[config.mk]
export PLATFORM = sky130hd
export DESIGN_NAME = bamse_ioc
export DESIGN_NICKNAME = d
export VERILOG_FILES = /design/src/rtl/bamse_ioc_pkg.sv /design/src/rtl/bamse_sync_edge.sv /design/src/rtl/bamse_ioc.sv
export SDC_FILE = /design/constraint.sdc
export NUM_CORES = 1
export LEC_CHECK = 0
export BUFFER_PORTS_ARGS = -buffer_cell sky130_fd_sc_hd__buf_2
export CORE_MARGIN = 2
export CORE_UTILIZATION = 30
export CTS_BUF_LIST = sky130_fd_sc_hd__clkbuf_16
export DETAILED_ROUTE_END_ITERATION = 12
export SLEW_MARGIN = 20
export SYNTH_ARGS = -nofsm -noshare
export SYNTH_HDL_FRONTEND = slang
export SYNTH_SLANG_ARGS = --single-unit
[constraint.sdc]
create_clock -name clk -period 1.8 [get_ports clk]
set_input_delay 0.18 -clock clk [delete_from_list [all_inputs] [get_ports clk]]
set_output_delay 0.18 -clock clk [all_outputs]
set_load 0.005 [all_outputs]
[src/rtl/bamse_ioc_pkg.sv]
// Shared constants for the bamse interrupt-on-change port controller:
// register offsets on the PicoBlaze3 port bus and the request FSM encoding.
package bamse_ioc_pkg;

    localparam logic [7:0] REG_LEVEL = 8'd0;
    localparam logic [7:0] REG_POS   = 8'd1;
    localparam logic [7:0] REG_NEG   = 8'd2;
    localparam logic [7:0] REG_FLAG  = 8'd3;
    localparam logic [7:0] REG_IE    = 8'd4;

    typedef enum logic [1:0] {
        ST_IDLE    = 2'd0,
        ST_REQ     = 2'd1,
        ST_SERVICE = 2'd2
    } ioc_state_t;

endpackage

[src/rtl/bamse_sync_edge.sv]
// One pin of the IOC: multi-flop synchroniser followed by a registered,
// enable-qualified rising/falling edge detector.
module bamse_sync_edge #(
    parameter int unsigned SYNC_STAGES = 2
) (
    input  logic clk,
    input  logic rst_n,
    input  logic pin,
    input  logic pos_en,
    input  logic neg_en,
    output logic lvl,
    output logic rise,
    output logic fall
);

    localparam int unsigned MSB = SYNC_STAGES - 1;

    logic [SYNC_STAGES-1:0] sync_q;
    logic                   lvl_d_q;

    assign lvl = sync_q[MSB];

    // Edge pulses are registered so FLAG sees them one cycle after the level change.
    always_ff @(posedge clk or negedge rst_n) begin
        if (!rst_n) begin
            sync_q  <= '0;
            lvl_d_q <= 1'b0;
            rise    <= 1'b0;
            fall    <= 1'b0;
        end else begin
            sync_q  <= {sync_q[SYNC_STAGES-2:0], pin};
            lvl_d_q <= sync_q[MSB];
            rise    <= sync_q[MSB] & ~lvl_d_q & pos_en;
            fall    <= ~sync_q[MSB] & lvl_d_q & neg_en;
        end
    end

endmodule

[src/rtl/bamse_ioc.sv]
// Interrupt-on-change controller: per-pin edge flags, PicoBlaze3 port-bus
// registers and an interrupt request FSM held until interrupt_ack.
module bamse_ioc
    import bamse_ioc_pkg::*;
#(
    parameter int unsigned N_PINS      = 3,
    parameter logic [7:0]  BASE_ADDR   = 8'h10,
    parameter int unsigned SYNC_STAGES = 2
) (
    input  logic              clk,
    input  logic              rst_n,
    input  logic [N_PINS-1:0] pins,
    input  logic [7:0]        port_id,
    input  logic [7:0]        out_port,
    input  logic              write_strobe,
    input  logic              read_strobe,
    output logic [7:0]        in_port,
    output logic              interrupt,
    input  logic              interrupt_ack
);

    localparam logic [7:0] ADDR_LEVEL = BASE_ADDR + REG_LEVEL;
    localparam logic [7:0] ADDR_POS   = BASE_ADDR + REG_POS;
    localparam logic [7:0] ADDR_NEG   = BASE_ADDR + REG_NEG;
    localparam logic [7:0] ADDR_FLAG  = BASE_ADDR + REG_FLAG;
    localparam logic [7:0] ADDR_IE    = BASE_ADDR + REG_IE;

    logic [N_PINS-1:0] lvl;
    logic [N_PINS-1:0] rise;
    logic [N_PINS-1:0] fall;
    logic [N_PINS-1:0] pos_q;
    logic [N_PINS-1:0] neg_q;
    logic [N_PINS-1:0] flag_q;
    logic              ie_q;

    logic [N_PINS-1:0] flag_clr_c;
    logic [N_PINS-1:0] flag_d_c;
    logic              wr_pos_c;
    logic              wr_neg_c;
    logic              wr_flag_c;
    logic              wr_ie_c;
    logic [7:0]        rd_data_c;
    ioc_state_t        state_q;
    ioc_state_t        state_d;

    // Reads carry no side effects, so read_strobe is only sunk here.
    logic unused_c;
    assign unused_c = ^{read_strobe, out_port};

    for (genvar i = 0; i < N_PINS; i++) begin : g_pin
        bamse_sync_edge #(
            .SYNC_STAGES(SYNC_STAGES)
        ) u_sync_edge (
            .clk   (clk),
            .rst_n (rst_n),
            .pin   (pins[i]),
            .pos_en(pos_q[i]),
            .neg_en(neg_q[i]),
            .lvl   (lvl[i]),
            .rise  (rise[i]),
            .fall  (fall[i])
        );
    end

    assign wr_pos_c   = write_strobe && (port_id == ADDR_POS);
    assign wr_neg_c   = write_strobe && (port_id == ADDR_NEG);
    assign wr_flag_c  = write_strobe && (port_id == ADDR_FLAG);
    assign wr_ie_c    = write_strobe && (port_id == ADDR_IE);

    // Set has priority over a write-one-to-clear in the same cycle.
    assign flag_clr_c = wr_flag_c ? out_port[N_PINS-1:0] : '0;
    assign flag_d_c   = (flag_q & ~flag_clr_c) | rise | fall;

    always_comb begin
        rd_data_c = 8'h00;
        case (port_id)
            ADDR_LEVEL: rd_data_c = 8'(lvl);
            ADDR_POS:   rd_data_c = 8'(pos_q);
            ADDR_NEG:   rd_data_c = 8'(neg_q);
            ADDR_FLAG:  rd_data_c = 8'(flag_q);
            ADDR_IE:    rd_data_c = 8'(ie_q);
            default:    rd_data_c = 8'h00;
        endcase
    end

    // Request FSM; SERVICE only exits once every flag has been cleared.
    always_comb begin
        state_d = state_q;
        case (state_q)
            ST_IDLE: begin
                if (ie_q && (|flag_q)) state_d = ST_REQ;
            end
            ST_REQ: begin
                if (interrupt_ack)                 state_d = ST_SERVICE;
                else if (!ie_q || (flag_q == '0))  state_d = ST_IDLE;
            end
            ST_SERVICE: begin
                if (flag_q == '0) state_d = ST_IDLE;
            end
            default: state_d = ST_IDLE;
        endcase
    end

    always_ff @(posedge clk or negedge rst_n) begin
        if (!rst_n) begin
            state_q   <= ST_IDLE;
            interrupt <= 1'b0;
            pos_q     <= '0;
            neg_q     <= '0;
            flag_q    <= '0;
            ie_q      <= 1'b0;
            in_port   <= 8'h00;
        end else begin
            state_q   <= state_d;
            interrupt <= (state_d == ST_REQ);
            flag_q    <= flag_d_c;
            in_port   <= rd_data_c;
            if (wr_pos_c) pos_q <= out_port[N_PINS-1:0];
            if (wr_neg_c) neg_q <= out_port[N_PINS-1:0];
            if (wr_ie_c)  ie_q  <= out_port[0];
        end
    end

endmodule
== After elaboration in Yosys (flattened, before gate mapping) ==
Cells that the tools add are included.
Operators by class
  eq/ne operators: 8
  bitwise gates (word level): 22
  multiplexer cells: 7
  reduce and logical (&&, ||, !) cells: 10
Operators with widths (number)
  8-bit by 5-bit equality test with 1-bit output, second input constant: 5
  3-bit one-hot mux with 5 select lines: 1
  1-bit AND: 12
  2-bit two-way mux: 4
  1-bit NOT: 6
  3-bit OR: 2
  2-bit one-hot mux with 3 select lines: 1
  1-bit logical AND: 5
  2-bit by 1-bit equality test with 1-bit output, second input constant: 2
  3-bit AND: 1
  3-bit zero test: 1
  3-bit two-way mux: 1
  3-bit NOT: 1
  3-bit OR reduction: 1
  2-bit equality test, second input constant: 1
  2-bit zero test: 1
  1-bit zero test: 1
  1-bit logical OR: 1
Word-level totals
  register bits after elaboration: 36
  output and inout port bits: 9
  word-level logic and storage cells: 66

== Depth between registers and ports, before layout ==
Gate-level depths: netlist of the first run.
  depth after elaboration: 7
  gate-level depth with buffers: 4
  mapped depth without buffers: 3

== Modules after synthesis ==
Synthesis of the first run repeated with hierarchy kept, for this count alone.
Second synthesis, totals
  cells, all modules: 83
  area total of the unflattened synthesis: 1255.0 um2
By module, submodules not included
  bamse_ioc: cells an instance 62, times used 1, area an instance 827.0 um2, seq. area each 400.4 um2
  bamse_sync_edge: cells an instance 7, times used 3, area an instance 142.6 um2, seq. area each 125.1 um2

== Worst setup path before layout of the first run ==
Ideal clock, no wire load.
  path kind: input-to-reg
  from: input port_id[2]
  to: register flag_q[0]
  setup time: 0.127 ns
  stages: 3
  arrival: 0.991 ns
  setup slack: 0.682 ns
  buffers on the path: 0
  cells stage by stage: or4b_4 > o31ai_1 > nand2_1
On the way
  longest elaborated chain between the ends: 7
Ends and longest elaborated chain
  start, declared: line bamse_ioc.sv:13  | input logic [7:0] port_id,
  8-bit by 5-bit equality test with 1-bit output: line bamse_ioc.sv:67  | assign wr_flag_c = write_strobe && (port_id == ADDR_FLAG);
  1-bit logical AND: line bamse_ioc.sv:67
  3-bit two-way mux: line bamse_ioc.sv:71  | assign flag_clr_c = wr_flag_c ? out_port[N_PINS-1:0] : '0;
  3-bit NOT: line bamse_ioc.sv:72  | assign flag_d_c = (flag_q & ~flag_clr_c) | rise | fall;
  3-bit AND: line bamse_ioc.sv:72
  3-bit OR (2 in series): line bamse_ioc.sv:72
  via flag_d_c[0]: line bamse_ioc.sv:37  | logic [N_PINS-1:0] flag_d_c;
  end signal, assigned: line bamse_ioc.sv:116  | flag_q <= flag_d_c;
  end, declared: line bamse_ioc.sv:33  | logic [N_PINS-1:0] flag_q;
The timed path passes the listed nets, and every way through them passes these cells.
A chain may end at the register's enable or synchronous reset.

== Worst setup path after layout of the first run ==
  from: register flag_q[2]
  to: register in_port[2]
On the way
  longest elaborated chain between the ends: 1
Ends and longest elaborated chain
  3-bit one-hot mux with 5 select lines: line bamse_ioc.sv:76  | case (port_id)
  via rd_data_c[2]: line bamse_ioc.sv:42  | logic [7:0] rd_data_c;
  end signal, assigned: line bamse_ioc.sv:117  | in_port <= rd_data_c;
  end, declared: line bamse_ioc.sv:17  | output logic [7:0] in_port,
The timed path passes the listed nets, and every way through them passes these cells.

==> results of run 1 <==
[flip-flops by register name (all words and copies together) (netlist names)]
register                   flops
neg_q                          3
g_pin.u_sync_edge.fall         3
g_pin.u_sync_edge.lvl_d_q      3
state_q                        2
flag_q                         3
interrupt                      1
ie_q                           1
in_port                        3
g_pin.u_sync_edge.sync_q       6
g_pin.u_sync_edge.rise         3
pos_q                          3
[cell families (layout without fill, tap and decap cells)]
| logic type | count (synthesis) | in the layout |
|---|---|---|
| AOI/OAI and AO/OA | 5 | 5 |
| buffers and inverters | 7 | 30 |
| DFF | 31 | 31 |
| muxes | 11 | 11 |
| other | 1 | 5 |
| and+or+nand+nor | 41 | 41 |
[worst reg2reg max path, cell delays in order (launching register included)]
cell and delay, ns:
dfrtp_1 0.40, mux4_2 0.49, nor3b_1 0.15
[cells in the mapped netlist, drive strengths merged]
cell type and n:
nor2 9, a31oi 1, o31ai 3, mux2 8, buf 7, nor3 1
nor2b 2, and2b 1, mux2i 1, dfrtp 31, or3b 1, mux4 2
nand3 3, or4b 1, o22ai 1, nor3b 4, and3b 3, nand2 9
nand3b 2, nand4 3, nand2b 1, conb 1, or3 1
[power by group through the flow]
stage	logic, mW	clock network, mW	registers, mW
global route	0.105	0.827	0.739
global placement	0.0893	0	0.746
finish	0.0916	0.766	0.735
CTS	0.0933	0.788	0.736
floorplan	0.0566	0	0.742
detailed placement	0.0909	0	0.747
[metrics by stage]
stage | hold slack, ns | std cells
global placement | 0.248 | 164
finish | 0.0112 | 173
detailed placement | 0.259 | 164
floorplan | -0.116 | 100
CTS | 0.00251 | 173
global route | 0.000270 | 173
[per-layer routing]
metal | track usage (%) | share of wire, % | up-vias
met3 | 5.52 | 7.9 | 2
met4 | 4.50 | 1.3 | 0
met2 | 17.4 | 48 | 32
li1 | - | - | 381
met5 | 0 | 0 | -
met1 | 14.3 | 43 | 388
[area by class of cell]
| class | count | area, um2 |
|---|---|---|
| Fill cell | 384 | 2470 |
| Sequential cell | 31 | 776 |
| Multi-Input combinational cell | 62 | 443 |
| Clock buffer | 5 | 125 |
| Timing Repair Buffer | 22 | 115 |
| Tap cell | 50 | 62.6 |
| Clock inverter | 3 | 12.5 |
[worst paths after layout]
| check | startpoint | end | depth (start not counted) |
|---|---|---|---|
| setup reg to reg | flag_q[2]$_DFF_PN0_ | in_port[2]$_DFF_PN0_ | 2 |
| min in group asynchronous | rst_n | g_pin[0].u_sync_edge.rise$_DFF_PN0_ | 2 |
| setup / recovery | flag_q[2]$_DFF_PN0_ | in_port[2]$_DFF_PN0_ | 2 |
| hold / removal | pins[2] | g_pin[2].u_sync_edge.sync_q[0]$_DFF_PN0_ | 1 |
| hold reg to reg | g_pin[1].u_sync_edge.sync_q[0]$_DFF_PN0_ | g_pin[1].u_sync_edge.sync_q[1]$_DFF_PN0_ | 0 |
| max in group asynchronous | rst_n | in_port[0]$_DFF_PN0_ | 2 |
[timing repair]
action,4_1_cts,5_1_grt
hold endpoints to repair,31,0
hold buffers,1,0
buffers inserted,0,0
==> flow_summary.yaml, run 1 <==
status:
  status: "completed"
pwr:
  cellLeakagePower_nw: 0.729
  power_dissipated_by_switching_net_loads_mw: 0.330
  power.combinational.fraction_pct: 5.8
  power_switching_share_pct: 20.7
  clock_power_share_pct: 48.1
  p_int_mw: 1.26
  totalPowerFinal_mw: 1.59
  irDropWorstVdd_mv: 0.565
  share_seq_of_total_power_pct: 46.2
  pwr_density_cell_nw_per_um2: 1040
timing:
  grt_setup_unrepaired: "no"
  final_critical_path_setup_slack_ns: 0.645
  maxSlewHeadroom_pct: 55.6
  hold_violations: 0
  setup_tns_ns: 0
  post-route-period-util_pct: 64.1
  finalMaxSlewViolations: 0
  clock_skew_ns: 0.00442
  clock.fmax_ghz: 0.866
  tightestPinTransition_ns: 0.666
  finalCriticalPeriod_ns: 1.15
  setup-violations-final: 0
synth:
  synthSimpleGateAreaFrac_pct: 19.5
  postSynthCellCount: 96
  main_combinational_cell_family_by_area_after_synthesis: "simple AND/OR/NAND/NOR gates"
  seq_total_area_yosys_pct: 61.9
  post_synth_main_area_contributors: "dfrtp_1, mux2_2, buf_4, mux4_2, nand2_1"
  yosys_register_bits: 31
  yosys_warnings: 0
  syn_area_per_cell_um2: 13.1
  syn_area_um2: 1250
  library_cell_with_the_largest_summed_area_after_synthesis: "dfrtp_1"
  netlist_cell_types: 25
  synth_xor_xnor_area_share_pct: 0
  synth.top_cell.area_share_pct: 61.9
  fraction_of_the_mapped_netlist_area_in_compound_gates_pct: 2.79
  synth.area.mux_share_pct: 11.6
  synth_fa_ha_area_share_pct: 0
setup_path:
  cpLargestDelayFamily: "multiplexers"
  cp_slowest_stage_delay_ns: 0.49
  crit_path_cell_trace: "mux4_2, nor3b_1"
  cp_slowest_cell: "mux4_2"
  timing.critical_path.to_type: "flop"
  crit_path_start_kind: "flop"
  cp_data_required_time_ns: 1.96
  worst-r2r-setup-slack_ns: 0.65
  critical_path_buf_inv_count: 0
  timing_worst_setup_path_type: "flop to flop"
  critical_path_peak_fanout: 3
  worst_ep_arrival_time_ns: 1.31
cells_and_area:
  area_of_all_placed_cells_without_fillers_um2: 1530
  post_route_cells_drive_above_1_share_pct: 34.1
  antenna_cells_inserted: 0
  final_cell_mix: "dfrtp_1, buf_2, nand2_1, nor2_1, mux2_2"
  layout.cells.most_common: "dfrtp_1"
  area_delta_synth_final_pct: 22.4
  layout.nets: 146
  finish.utilization_pct: 38.3
floorplanning:
  floorplan.core_area_um2: 4000
  die_area_um2: 4710
  die_width_um: 68.6
  initial_utilization_pct: 31.3
  die_h_um: 68.6
  ioPinCount: 33
  floorplan.rows: 23
routing:
  vias_per_cell: 4.64
  first_iter_violations: 7
  drt_pass1_iterations: 4
  totalWireLength_um: 2150
  remaining_drc_errors: 0
  num_vias: 803
  wire_per_inst_um: 12.5
  ant_nets: 0
clock_tree:
  clock-sinks: 31
  cts_repair_resize_count: 0
  tritoncts_clock_tree: "done"
  clk_latency_ns: 0.27
  cts-root-to-sink-buffers: 2
  worst_setup_hold_path_clk_slew_ns: 0.05
  cts_root_buffer: "clkbuf_16"
  tritoncts.num_buffers: 5
  clock_tree.htree_level_count: 2
hold_path:
  hold_path_class: "input pin to flop"
global_route:
  gr-total-overflow: 0
  grt_start_max_net_pins: 32
  grtUsageTotal_pct: 11.6
  global_route_wire_length_before_repair_um: 3800
  antenna_found_initial: 0
  first_global_vias: 835
placed_design:
  placed_cell_area_um2: 1390
  preCtsSetupSlack_ns: 0.445
  half_perimeter_wire_length_after_detailed_placement_um: 1610
  gp_routability_congestion: 0.750
  port-buffer-count: 21
run:
  timing.max_cap.violations: 0
No activity file was read; power rests on OpenSTA's default activity.
==> run 2: changes to the inputs <==
clock period = 1 ns   (was 1.8 ns; I/O delays follow)
==> flow_summary.yaml, run 2 (same netlist as run 1, synthesis figures left out) <==
status:
  status: "complete, but fails checks"
  failed_checks: "negative setup slack"
setup_path:
  crit_path_start_kind: "flop"
  worst-r2r-setup-slack_ns: -0.19
  cp_slowest_stage_delay_ns: 0.49
  critical_path.endpoint: "in_port[2]$_DFF_PN0_"
  r2r-start: "g_pin[2].u_sync_edge.sync_q[1]$_DFF_PN0_"
  worst_ep_arrival_time_ns: 1.35
  worstRegToRegCells: 2
  cp_slowest_cell: "mux4_2"
  timing.critical_path.to_type: "flop"
  critical_path_peak_fanout: 2
  worst_r2r_endpoint: "in_port[2]$_DFF_PN0_"
  crit_path_start: "g_pin[2].u_sync_edge.sync_q[1]$_DFF_PN0_"
  cp_data_required_time_ns: 1.16
  crit_path_cell_trace: "mux4_2, nor3b_2"
  timing_worst_setup_path_type: "flop to flop"
global_route:
  global_route_wire_length_before_repair_um: 4130
  antenna_found_initial: 0
  grtUsageTotal_pct: 12.8
  grt_start_max_net_pins: 32
  first_global_vias: 911
  gr-total-overflow: 0
timing:
  post-route-period-util_pct: 119
  finalMaxSlewViolations: 0
  final_critical_path_setup_slack_ns: -0.189
  hold_violations: 0
  clock.fmax_ghz: 0.841
  setup-violations-final: 5
  finalCriticalPeriod_ns: 1.19
  clock_skew_ns: 0.00453
  grt_setup_unrepaired: "yes"
  setup_tns_ns: -0.557
clock_tree:
  worst_setup_hold_path_clk_slew_ns: 0.05
  clock-sinks: 31
  cts-root-to-sink-buffers: 2
  clock_tree.htree_level_count: 2
  clk_latency_ns: 0.27
  cts_root_buffer: "clkbuf_16"
  tritoncts_clock_tree: "done"
  tritoncts.num_buffers: 5
hold_path:
  hold_path_class: "input pin to flop"
run:
  timing.max_cap.violations: 0
routing:
  vias_per_cell: 4.57
  remaining_drc_errors: 0
  wire_per_inst_um: 13.0
  num_vias: 895
  drt_pass1_iterations: 4
  first_iter_violations: 31
  ant_nets: 0
  totalWireLength_um: 2550
cells_and_area:
  post_route_cells_drive_above_1_share_pct: 43.2
  antenna_cells_inserted: 0
  area_delta_synth_final_pct: 37.7
  finish.utilization_pct: 43.2
  layout.cells.most_common: "dfrtp_1"
  layout.nets: 169
  max_ffs_per_register: 6
  largest_register: "g_pin.u_sync_edge.sync_q"
  finish.cell_count_without_fillers: 196
  final_cell_mix: "dfrtp_1, buf_2, buf_4"
  area_of_all_placed_cells_without_fillers_um2: 1730
floorplanning:
  ioPinCount: 33
  initial_utilization_pct: 31.3
  die_width_um: 68.6
  floorplan.rows: 23
  die_area_um2: 4710
  die_h_um: 68.6
  floorplan.core_area_um2: 4000
placed_design:
  gp_routability_congestion: 0.750
  placed_cell_area_um2: 1510
  half_perimeter_wire_length_after_detailed_placement_um: 1900
  numPlacedInstances: 181
  preCtsSetupSlack_ns: -0.245
  port-buffer-count: 21
pwr:
  cellLeakagePower_nw: 0.837
  irDropWorstVdd_mv: 0.955
  pwr_density_cell_nw_per_um2: 1700
==> run 2: cell count changes in the layout (fill, tap and decap cells not counted) <==
cell / previous run / this run
clkinv_1: 0 / 2
buf_6: 0 / 1
nor3_2: 0 / 1
inv_1: 2 / 1
nor3b_2: 2 / 3
dlygate4sd3_1: 1 / 4
nor3b_1: 2 / 1
buf_4: 0 / 19
nor3_1: 1 / 0
clkinv_2: 1 / 0
==> run 2: where the power goes <==
part	switching [mW]	leakage (nW)	internal, mW
Combinational	0.110	0.376	0.133
Sequential	0.0223	0.390	1.30
Clock	0.486	0.0701	0.891
Total	0.618	0.837	2.32
==> run 2: routing by layer <==
metal / GRT usage [%] / part of all wire [%] / vias to the layer above
li1: - / - / 423
met1: 14.3 / 41 / 441
met2: 21.5 / 52 / 26
met3: 4.87 / 5.0 / 5
met4: 6.00 / 2.0 / 0
met5: 0 / 0 / -
==> run 2: cell type report <==
cell class	count	area, um2
Clock buffer	5	125
Clock inverter	3	11.3
Fill cell	366	2270
Multi-Input combinational cell	62	453
Sequential cell	31	776
Tap cell	50	62.6
Timing Repair Buffer	45	299
==> run 2: how the worst min path moves through the flow <==
stage | startpoint | end | slack [ns] | cells past startpoint
after floorplan | rst_n | flag_q[0]$_DFF_PN0_ | -0.20 | 0
after global placement | rst_n | g_pin[0].u_sync_edge.sync_q[0]$_DFF_PN0_ | 0.13 | 2
after detailed placement | rst_n | g_pin[2].u_sync_edge.sync_q[0]$_DFF_PN0_ | 0.14 | 2
after CTS | out_port[2] | pos_q[2]$_DFFE_PN0P_ | 0.10 | 2
after global routing | out_port[2] | pos_q[2]$_DFFE_PN0P_ | 0.11 | 2
final | out_port[2] | pos_q[2]$_DFFE_PN0P_ | 0.10 | 2
==> run 2: metrics by stage <==
step | total power [mW] | hold slack, ns
6_report | 2.94 | 0.105
2_1_floorplan | 1.44 | -0.196
5_1_grt | 3.05 | 0.108
4_1_cts | 2.96 | 0.104
3_3_place_gp | 1.55 | 0.127
3_5_place_dp | 1.56 | 0.136
==> run 2: worst max-delay path: cells and delay by family, from the launching register on <==
kind,cells,cell delay (ns)
multiplexers,1,0.49
flip-flops,1,0.40
AND/OR/NAND/NOR,1,0.18
==> run 2: what timing repair did <==
action / CTS / global route
resized for setup: 1 / 2
hold buffers: 4 / 0
endpoints found under the hold margin: 34 / 0
buffers inserted: 2 / 1
pin swaps: 0 / 2
setup endpoints to repair: 4 / 6
